[src/rtl/pcpi_result_nibble_tx.sv]
// Nibble-serial transmitter for coprocessor result words: shifts a word out
// least-significant nibble first, one valid/ack handshake per nibble.
module pcpi_result_nibble_tx #(
  parameter int WORD_W = 32,
  parameter int NIB_W = 4,
  localparam int NIBBLES = WORD_W / NIB_W,
  localparam int IDX_W = (NIBBLES > 1) ? $clog2(NIBBLES) : 1
) (
  input  logic              i_clk,
  input  logic              i_rst,
  input  logic              i_res_valid,
  input  logic [WORD_W-1:0] i_res_data,
  output logic              o_res_ready,
  output logic              o_tx_valid,
  output logic [NIB_W-1:0]  o_tx_nibble,
  output logic              o_tx_last,
  output logic [IDX_W-1:0]  o_tx_idx,
  input  logic              i_tx_ack,
  output logic              o_word_done
);

  localparam logic [1:0] S_IDLE = 2'd0;
  localparam logic [1:0] S_SEND = 2'd1;
  localparam logic [1:0] S_GAP  = 2'd2;

  localparam logic [IDX_W-1:0] LAST_IDX = IDX_W'(NIBBLES - 1);

  logic [1:0]        r_state;
  logic [WORD_W-1:0] r_shreg;
  logic [IDX_W-1:0]  r_idx;
  logic              r_wordDone;

  logic w_send;
  logic w_lastIdx;

  assign w_send    = (r_state == S_SEND);
  assign w_lastIdx = (r_idx == LAST_IDX);

  // The GAP state forces one tx_valid=0 cycle after every ack so a receiver
  // that samples the valid level cannot capture the same nibble twice.
  always_ff @(posedge i_clk) begin
    if (i_rst) begin
      r_state    <= S_IDLE;
      r_shreg    <= '0;
      r_idx      <= '0;
      r_wordDone <= 1'b0;
    end else begin
      r_wordDone <= 1'b0;
      case (r_state)
        S_IDLE: begin
          if (i_res_valid) begin
            r_shreg <= i_res_data;
            r_idx   <= '0;
            r_state <= S_SEND;
          end
        end
        S_SEND: begin
          if (i_tx_ack) begin
            if (w_lastIdx) begin
              r_state    <= S_IDLE;
              r_wordDone <= 1'b1;
            end else begin
              r_shreg <= r_shreg >> NIB_W;
              r_idx   <= r_idx + IDX_W'(1);
              r_state <= S_GAP;
            end
          end
        end
        S_GAP: begin
          r_state <= S_SEND;
        end
        default: begin
          r_state <= S_IDLE;
        end
      endcase
    end
  end

  assign o_res_ready = (r_state == S_IDLE);
  assign o_tx_valid  = w_send;
  assign o_tx_nibble = w_send ? r_shreg[NIB_W-1:0] : '0;
  assign o_tx_last   = w_send & w_lastIdx;
  assign o_tx_idx    = r_idx;
  assign o_word_done = r_wordDone;

endmodule

[config.mk]
export PLATFORM = sky130hd
export DESIGN_NAME = pcpi_result_nibble_tx
export DESIGN_NICKNAME = d
export VERILOG_FILES = /design/src/rtl/pcpi_result_nibble_tx.sv
export SDC_FILE = /design/constraint.sdc
export NUM_CORES = 1
export LEC_CHECK = 0
export ABC_AREA = 1
export CORE_ASPECT_RATIO = 0.7
export CORE_MARGIN = 2
export CORE_UTILIZATION = 49
export DETAILED_ROUTE_END_ITERATION = 6
export PLACE_DENSITY_LB_ADDON = 0.08
export SLEW_MARGIN = 20
export SYNTH_ARGS = -nofsm -noshare
export SYNTH_HDL_FRONTEND = slang
export SYNTH_SLANG_ARGS = --single-unit
[constraint.sdc]
create_clock -name i_clk -period 1.7 [get_ports i_clk]
set_input_delay 0.34 -clock i_clk [delete_from_list [all_inputs] [get_ports i_clk]]
set_output_delay 0.34 -clock i_clk [all_outputs]
set_load 0.01 [all_outputs]
# After elaboration in Yosys (flattened, before gate mapping)
# Cells that the tools add are included.
word_totals:
  inputBits: 36
  word_cells: 33
  reg_bits: 38
  output_inout_bits: 11
op_classes:
  muxes: 14
  n_reduce_logical: 5
  n_bitwise: 3
  eq_ne: 6
  n_addsub: 1
ops:
  columns: ["op", "count"]
  rows:
  - ["$mux W32", 3]
  - ["$pmux W32 S2", 1]
  - ["$mux W3", 3]
  - ["$mux W2", 3]
  - ["$ne A2 B2 Y1 const B", 3]
  - ["$pmux W2 S3", 1]
  - ["$pmux W3 S2", 1]
  - ["$mux W4", 1]
  - ["$reduce_and A4 Y1", 1]
  - ["$add A3 B1 Y3 const B", 1]
  - ["$eq A3 B3 Y1 const B", 1]
  - ["$reduce_or A3 Y1", 1]
  - ["$eq A2 B1 Y1 const B", 1]
  - ["$eq A2 B2 Y1 const B", 1]
  - ["$logic_not A2 Y1", 1]
  - ["$not A1 Y1", 2]
  - ["$reduce_and A2 Y1", 1]
  - ["$reduce_bool A2 Y1", 1]
  - ["$and A1 B1 Y1", 1]
  - ["$mux W1", 1]

# Logic depth before layout (Yosys ltp)
# Gate-level depths: netlist of run 1.
depth:
  word_depth: 4
  ltp_mapped: 8
  mapped_depth_nobuf: 7

# Worst setup path before layout of run 1
# OpenSTA, ideal clock, no wires.
synth_timing:
  kind: "reg-to-reg"
  start: "reg r_idx[0], in the netlist o_tx_idx[0]"
  end: "reg r_shreg[1]"
  t_arrival_ns: 1.399
  stages_incl_launch_ff: 8
  t_required_ns: 1.587
  setup_time_ns: 0.113
  setup_slack_ns: 0.188
  path_buffers: 1
  period_less_slack_ns: 1.512
  path_cell_list: "dfxtp_1 -> ha_1 -> ha_1 -> a21oi_1 -> nand3_4 -> buf_4 -> nor2_1 -> nor2_1"
synth_between:
  elab_chain_len: 3
synth_rtl:
  columns: ["element", "line_no", "source"]
  rows:
  - ["start, declared", "30", "logic [IDX_W-1:0] r_idx;"]
  - ["start signal, assigned", "64", "r_idx <= r_idx + IDX_W'(1);"]
  - ["$eq A3 B3 Y1", "37", "assign w_lastIdx = (r_idx == LAST_IDX);"]
  - ["named net w_lastIdx", "34", "logic w_lastIdx;"]
  - ["$ne A2 B2 Y1 (no line)", null, null]
  - ["$reduce_and A4 Y1 (no line)", null, null]
  - ["end signal, assigned", "52", "r_shreg <= i_res_data;"]
  - ["end signal, assigned", "63", "r_shreg <= r_shreg >> NIB_W;"]
  - ["end, declared", "29", "logic [WORD_W-1:0] r_shreg;"]
# The timed path passes the listed nets, and every way through them passes these cells.
# A chain may end at the register's enable or synchronous reset.

# Worst setup path in the final report of run 1
layout_timing:
  start: "reg r_idx[0], in the netlist o_tx_idx[0]"
  end: "out o_tx_idx[0]"
layout_rtl:
  columns: ["element", "line_no", "source"]
  rows:
  - ["end, declared", "17", "output logic [IDX_W-1:0] o_tx_idx,"]
# No word-level cell between the ends.

==> flow_metrics.tcl, run 1 <==
set metrics [dict create \
    status "finished clean" \
    path_clk_slew_ps 70 \
    gr-total-overflow 0 \
    path_max_fanout 3 \
    cp-start-kind "flop" \
    clock_sinks 38 \
    finalSetupViolations 0 \
    ir_worst_vdd_mv 0.695 \
    die_w_um 79.8 \
    drt_pre_antenna_iters 4 \
    globalplace.congestion 0.776 \
    grt_pass1_wl_mm 6.67 \
    arrival_ps 1260 \
    cts_tree "done" \
    die-area_mm2 0.00456 \
    cts_setup_buffers 0 \
    nets 409 \
    drive_above_1_share_pct 6.18 \
    drt_iter0_markers 79 \
    power_frac_clock_pct 30.1 \
    grtUsageMet1_pct 24.0 \
    ant_nets 0 \
    synth_cell_types 18 \
    hold_viol 0 \
    fin_crit_ps 1600 \
    synth_area_mm2 0.00197 \
    vias 1851 \
    core_mm2 0.00390 \
    start_util_pct 50.6 \
    syn_area_per_cell_um2 6.09 \
    finalMaxSlewViolations 0 \
    h-tree-depth 2 \
    crit_slowest_cell "clkdlybuf4s50_1" \
    io_buffers 46 \
    grtUsageMet2_pct 29.5 \
    seq_power_share_pct 41.9 \
    fmax_mhz 625 \
    grt_pass1_vias 1611 \
    antenna_found_initial 0 \
    drc 0 \
    post_drt_wl_per_cell_um 9.37 \
    antennaDiodeCount 0 \
    worst_slew_pin_slew_ps 364 \
    clock-root-buffer "clkbuf_8" \
    yosysSeqAreaShare_pct 38.6 \
    grt.busiest_layer "met2" \
    synth_nets 362 \
    ys_ff_latch 38 \
    top_level_ports 47 \
    critical_path_class "flop to output port" \
    slowest_delay_ps 530 \
    min_period_over_period_pct 94.1 \
    synthTopCellsByCount "100 x nand2_1, 84 x nor2_1, 47 x inv_1" \
    min_from "r_shreg[9]" \
    cp-end-kind "output port" \
    die_height_um 57.1 \
    clkLatencyLatePin_ps 290 \
    areaGrowthSynthToFinish_pct 31.0 \
    fin_setup_tns_ps 0 \
    clk_path_buf_depth 2 \
    ys.warnings.count 0 \
    power.share.switching_pct 29.3 \
    comb_power_share_pct 28.0 \
    holdWs_ps 515 \
    setup.worst_path.start "o_tx_idx[0]" \
    worstPathCellList "buf_4, clkdlybuf4s50_1" \
    cellPowerDensity_mw_per_mm2 958 \
    rr_startpoint "o_tx_idx[0]" \
    avgViaCountPerCell 4.37 \
    syn_inst 324 \
    required_ps 1360 \
    yosysTopAreaCell "dfxtp_1" \
    gr-usage-met3_pct 4.75 \
    synth_top_area_share_pct 38.6 \
    async_flop_share_pct 0 \
    drv_cap 0 \
    finalClockSkew_ps 6.85 \
    synth_area_leaders "dfxtp_1 39%, nand2_1 19%, nor2_1 16%, inv_1 8.9%, o21ai_0 5.8%" \
    power_switching_w 0.000727 \
    cts_buffers 5 \
    power.leakage_nw 1.30 \
    grt_max_degree 37 \
    ys.flop_type "dfxtp_1" \
    r2r_setup_slack_ps 170 \
    hold_path.class "flop to flop" \
    rows 19 \
    routed_wl_mm 3.97 \
    synth_most_common_cell "nand2_1" \
    rsz0062_at_grt "false" \
    max-slew-margin-rel_pct 75.7 \
    track_usage_pct 18.6 \
    dpl.hpwl_mm 2.62 \
    p_int_w 0.00175 \
    cts_hold_buf 0 \
    synth_edf_count 0 \
]
## final cells by class
class / count / area (um^2)
repair buffers: 57 / 556
clock buffers: 7 / 76.3
clock inverters: 1 / 30.0
fillers: 380 / 1310
well taps: 52 / 65.1
flip-flops and latches: 38 / 761
inverters: 48 / 180
multi-input cells: 221 / 917
## repair_timing
item,CTS,global route
cloned,0,0
gates resized for setup,11,1
endpoints found under the setup margin,7,1
## cells by family (layout without fill, tap and decap cells)
logic type / after synthesis / in the layout / synth area share, %
adders and majority gates: 2 / 2 / 1.27
and+or+nand+nor: 189 / 189 / 37.1
AOI/OAI and AO/OA: 30 / 30 / 7.61
buffers and inverters: 65 / 113 / 15.5
DFF: 38 / 38 / 38.6
## stage by stage
stage                     instances  total power (W)  setup WS [ps]  utilization (%)  area, um^2
after floorplan                 324          0.00155            188                -        1970
after CTS                       424          0.00250           9.56             66.4        2590
after detailed placement        416          0.00175           29.8             63.7        2480
final                           424          0.00248           99.9             66.3        2580
after global routing            424          0.00266           35.2             66.3        2580
after global placement          416          0.00174           40.3             63.7        2480
## registers in the layout, summed over array words and instances, names as in the netlist
| name | cells |
|---|---|
| r_shreg | 32 |
| o_tx_idx | 3 |
| r_state | 2 |
| o_word_done | 1 |
## placed cells by master (no fill, tap or decap), types with 2 or more instances in the layout
| cell type | count |
|---|---|
| o21ai_1 | 5 |
| buf_12 | 2 |
| o21ai_0 | 23 |
| inv_1 | 46 |
| clkbuf_8 | 5 |
| nand2_1 | 99 |
| dfxtp_1 | 38 |
| a21oi_1 | 2 |
| clkbuf_1 | 2 |
| nor2_1 | 84 |
| clkdlybuf4s50_1 | 39 |
| buf_4 | 9 |
| dlygate4sd2_1 | 6 |
## final timing paths
check,end,cells past startpoint
worst max register to register,r_shreg[31],8
worst max-delay path,o_tx_idx[0],2
worst min-delay path,r_shreg[9],4
worst min register to register,r_shreg[9],4
## critical path: cells and delay by family, from the launching register on
family	cells	cell delay, ps
buf+inv	2	650
flops	1	330
## power by group through the flow
| stage | clock [W] | sequential [W] | combinational, W |
|---|---|---|---|
| floorplan | 0 | 0.00106 | 0.000491 |
| global placement | 0 | 0.00105 | 0.000691 |
| detailed placement | 0 | 0.00106 | 0.000697 |
| CTS | 0.000768 | 0.00104 | 0.000699 |
| global route | 0.000809 | 0.00105 | 0.000800 |
| finish | 0.000746 | 0.00104 | 0.000693 |
## per-layer routing
layer  up-vias  share of wire [%]
met5         -                  0
met4         0                1.1
met3         4                4.7
met2        36                 44
met1       770                 50
li1       1041                  -
No activity file was read; power rests on OpenSTA's default activity.
==> inputs of run 2 (changes only) <==
Settings changed: CORE_UTILIZATION 49 to 25.
==> flow_metrics.tcl, run 2 (synthesis gave the netlist of run 1 again) <==
set metrics [dict create \
    antennaDiodeCount 0 \
    die_w_um 110 \
    vias 1832 \
    multiInputGateArea_um2 918 \
    die_height_um 78.3 \
    largest_reg_flops 32 \
    r2r_setup_slack_ps 190 \
    start_util_pct 25.4 \
    areaGrowthSynthToFinish_pct 36.3 \
    path_max_fanout 3 \
    antenna_found_initial 0 \
    drc 0 \
    die-area_mm2 0.00863 \
    cp-end-kind "output port" \
    clock-root-buffer "clkbuf_16" \
    drt_pre_antenna_iters 4 \
    arrival_ps 1260 \
    rr_startpoint "o_tx_idx[0]" \
    hold_depth 4 \
    avgViaCountPerCell 3.87 \
    power.leakage_nw 1.33 \
    max-slew-margin-rel_pct 80.7 \
    min_from "r_shreg[24]" \
    status "finished clean" \
    hold_path.class "flop to flop" \
    wl_met2_mm 1.85 \
    ff_latch_area_um2 762 \
    worstPathCellList "buf_4, clkdlybuf4s50_1" \
    required_ps 1360 \
    finalSetupViolations 0 \
    mostFrequentLayoutCells "99 x nand2_1, 84 x nor2_1, 47 x inv_1, 39 x clkdlybuf4s50_1, 37 x dfxtp_1" \
    top_level_ports 47 \
    fin_setup_tns_ps 0 \
    route.met3.wl_um 248 \
    cp-start-kind "flop" \
    nets 409 \
    finalMaxSlewViolations 0 \
    finalClockSkew_ps 4.76 \
    rsz0062_at_grt "false" \
    track_usage_pct 11.6 \
    min_period_over_period_pct 93.9 \
    grt_pass1_vias 1703 \
    grt_max_degree 37 \
    dpl.hpwl_mm 3.09 \
    routed_wl_mm 4.61 \
    crit_slowest_cell "clkdlybuf4s50_1" \
    worstReg2RegEnd "r_shreg[18]" \
    power.total_w 0.00268 \
    regMostFlops "r_shreg" \
    post_drt_wl_per_cell_um 9.74 \
    grt_pass1_wl_mm 7.82 \
    h-tree-depth 2 \
    slowest_delay_ps 530 \
    rows 27 \
    drt_iter0_markers 102 \
    critical_path_class "flop to output port" \
    globalplace.congestion 0.674 \
    cts_buffers 5 \
    core_mm2 0.00777 \
    wirelength_met1_mm 2.49 \
    worst_slew_pin_slew_ps 289 \
    cts_tree "done" \
    clk_path_buf_depth 2 \
    fin_crit_ps 1600 \
    fmax_mhz 626 \
    clkLatencyLatePin_ps 280 \
    worstRegToRegCells 7 \
    fillCellCount 894 \
    drv_cap 0 \
    gr-total-overflow 0 \
    path_clk_slew_ps 60 \
    top_layer_used "met4" \
    io_buffers 46 \
    hold_viol 0 \
    ir_worst_vdd_mv 0.395 \
    drive_above_1_share_pct 6.45 \
    ant_nets 0 \
    clock_sinks 38 \
    holdPathEnd "r_shreg[24]" \
    final_common_cell "nand2_1" \
    setup.worst_path.start "o_tx_idx[0]" \
    cellPowerDensity_mw_per_mm2 996 \
]
run 2: metal layers:
metal	global-route usage, %	vias up
met3	3.65	2
met2	16.4	27
met5	0	-
met4	3.38	0
li1	-	1042
met1	16.6	761
run 2: area by class of cell:
type | instances | share of cell area, %
inverter | 48 | 6.70
tap | 101 | 4.70
multi-input combinational | 221 | 34.1
clock inverter | 1 | 0.186
timing repair buffer | 57 | 20.7
clock buffer | 7 | 5.30
sequential | 38 | 28.3
run 2: how the worst max path moves through the flow:
stage | endpoint | cells past startpoint | slack [ps]
after floorplan | r_shreg[1] | 7 | 190
after detailed placement | r_shreg[18] | 7 | 7
final | o_tx_idx[0] | 2 | 100
after global placement | o_tx_last | 5 | 60
after global routing | o_tx_last | 5 | 20
after CTS | o_tx_last | 5 | 40
run 2: critical path: cells and delay by family, from the launching register on:
kind     cells  cell delay, ps
buf+inv      2             650
flops        1             330
run 2: power by group:
| group | total, W | leakage, nW | switching (W) | internal, W |
|---|---|---|---|---|
| Clock | 0.000944 | 0.0739 | 0.000362 | 0.000582 |
| Combinational | 0.000693 | 0.939 | 0.000391 | 0.000302 |
| Sequential | 0.00104 | 0.315 | 0.0000341 | 0.00101 |
run 2: through the flow:
step	setup slack, ps	instance area [um^2]	utilization (%)	instances	hold WS, ps
6_report	104	2690	34.6	473	512
4_1_cts	37.4	2690	34.6	473	515
5_1_grt	19.6	2690	34.6	473	551
2_1_floorplan	188	1970	-	324	409
3_5_place_dp	7.44	2540	32.8	465	504
3_3_place_gp	55.3	2540	32.8	465	505
run 2: what timing repair did:
item / 4_1_cts / 5_1_grt
gates cloned: 0 / 0
endpoints found under the setup margin: 7 / 6
buffers inserted: 0 / 0
hold buffers: 0 / 0
resized for setup: 10 / 2
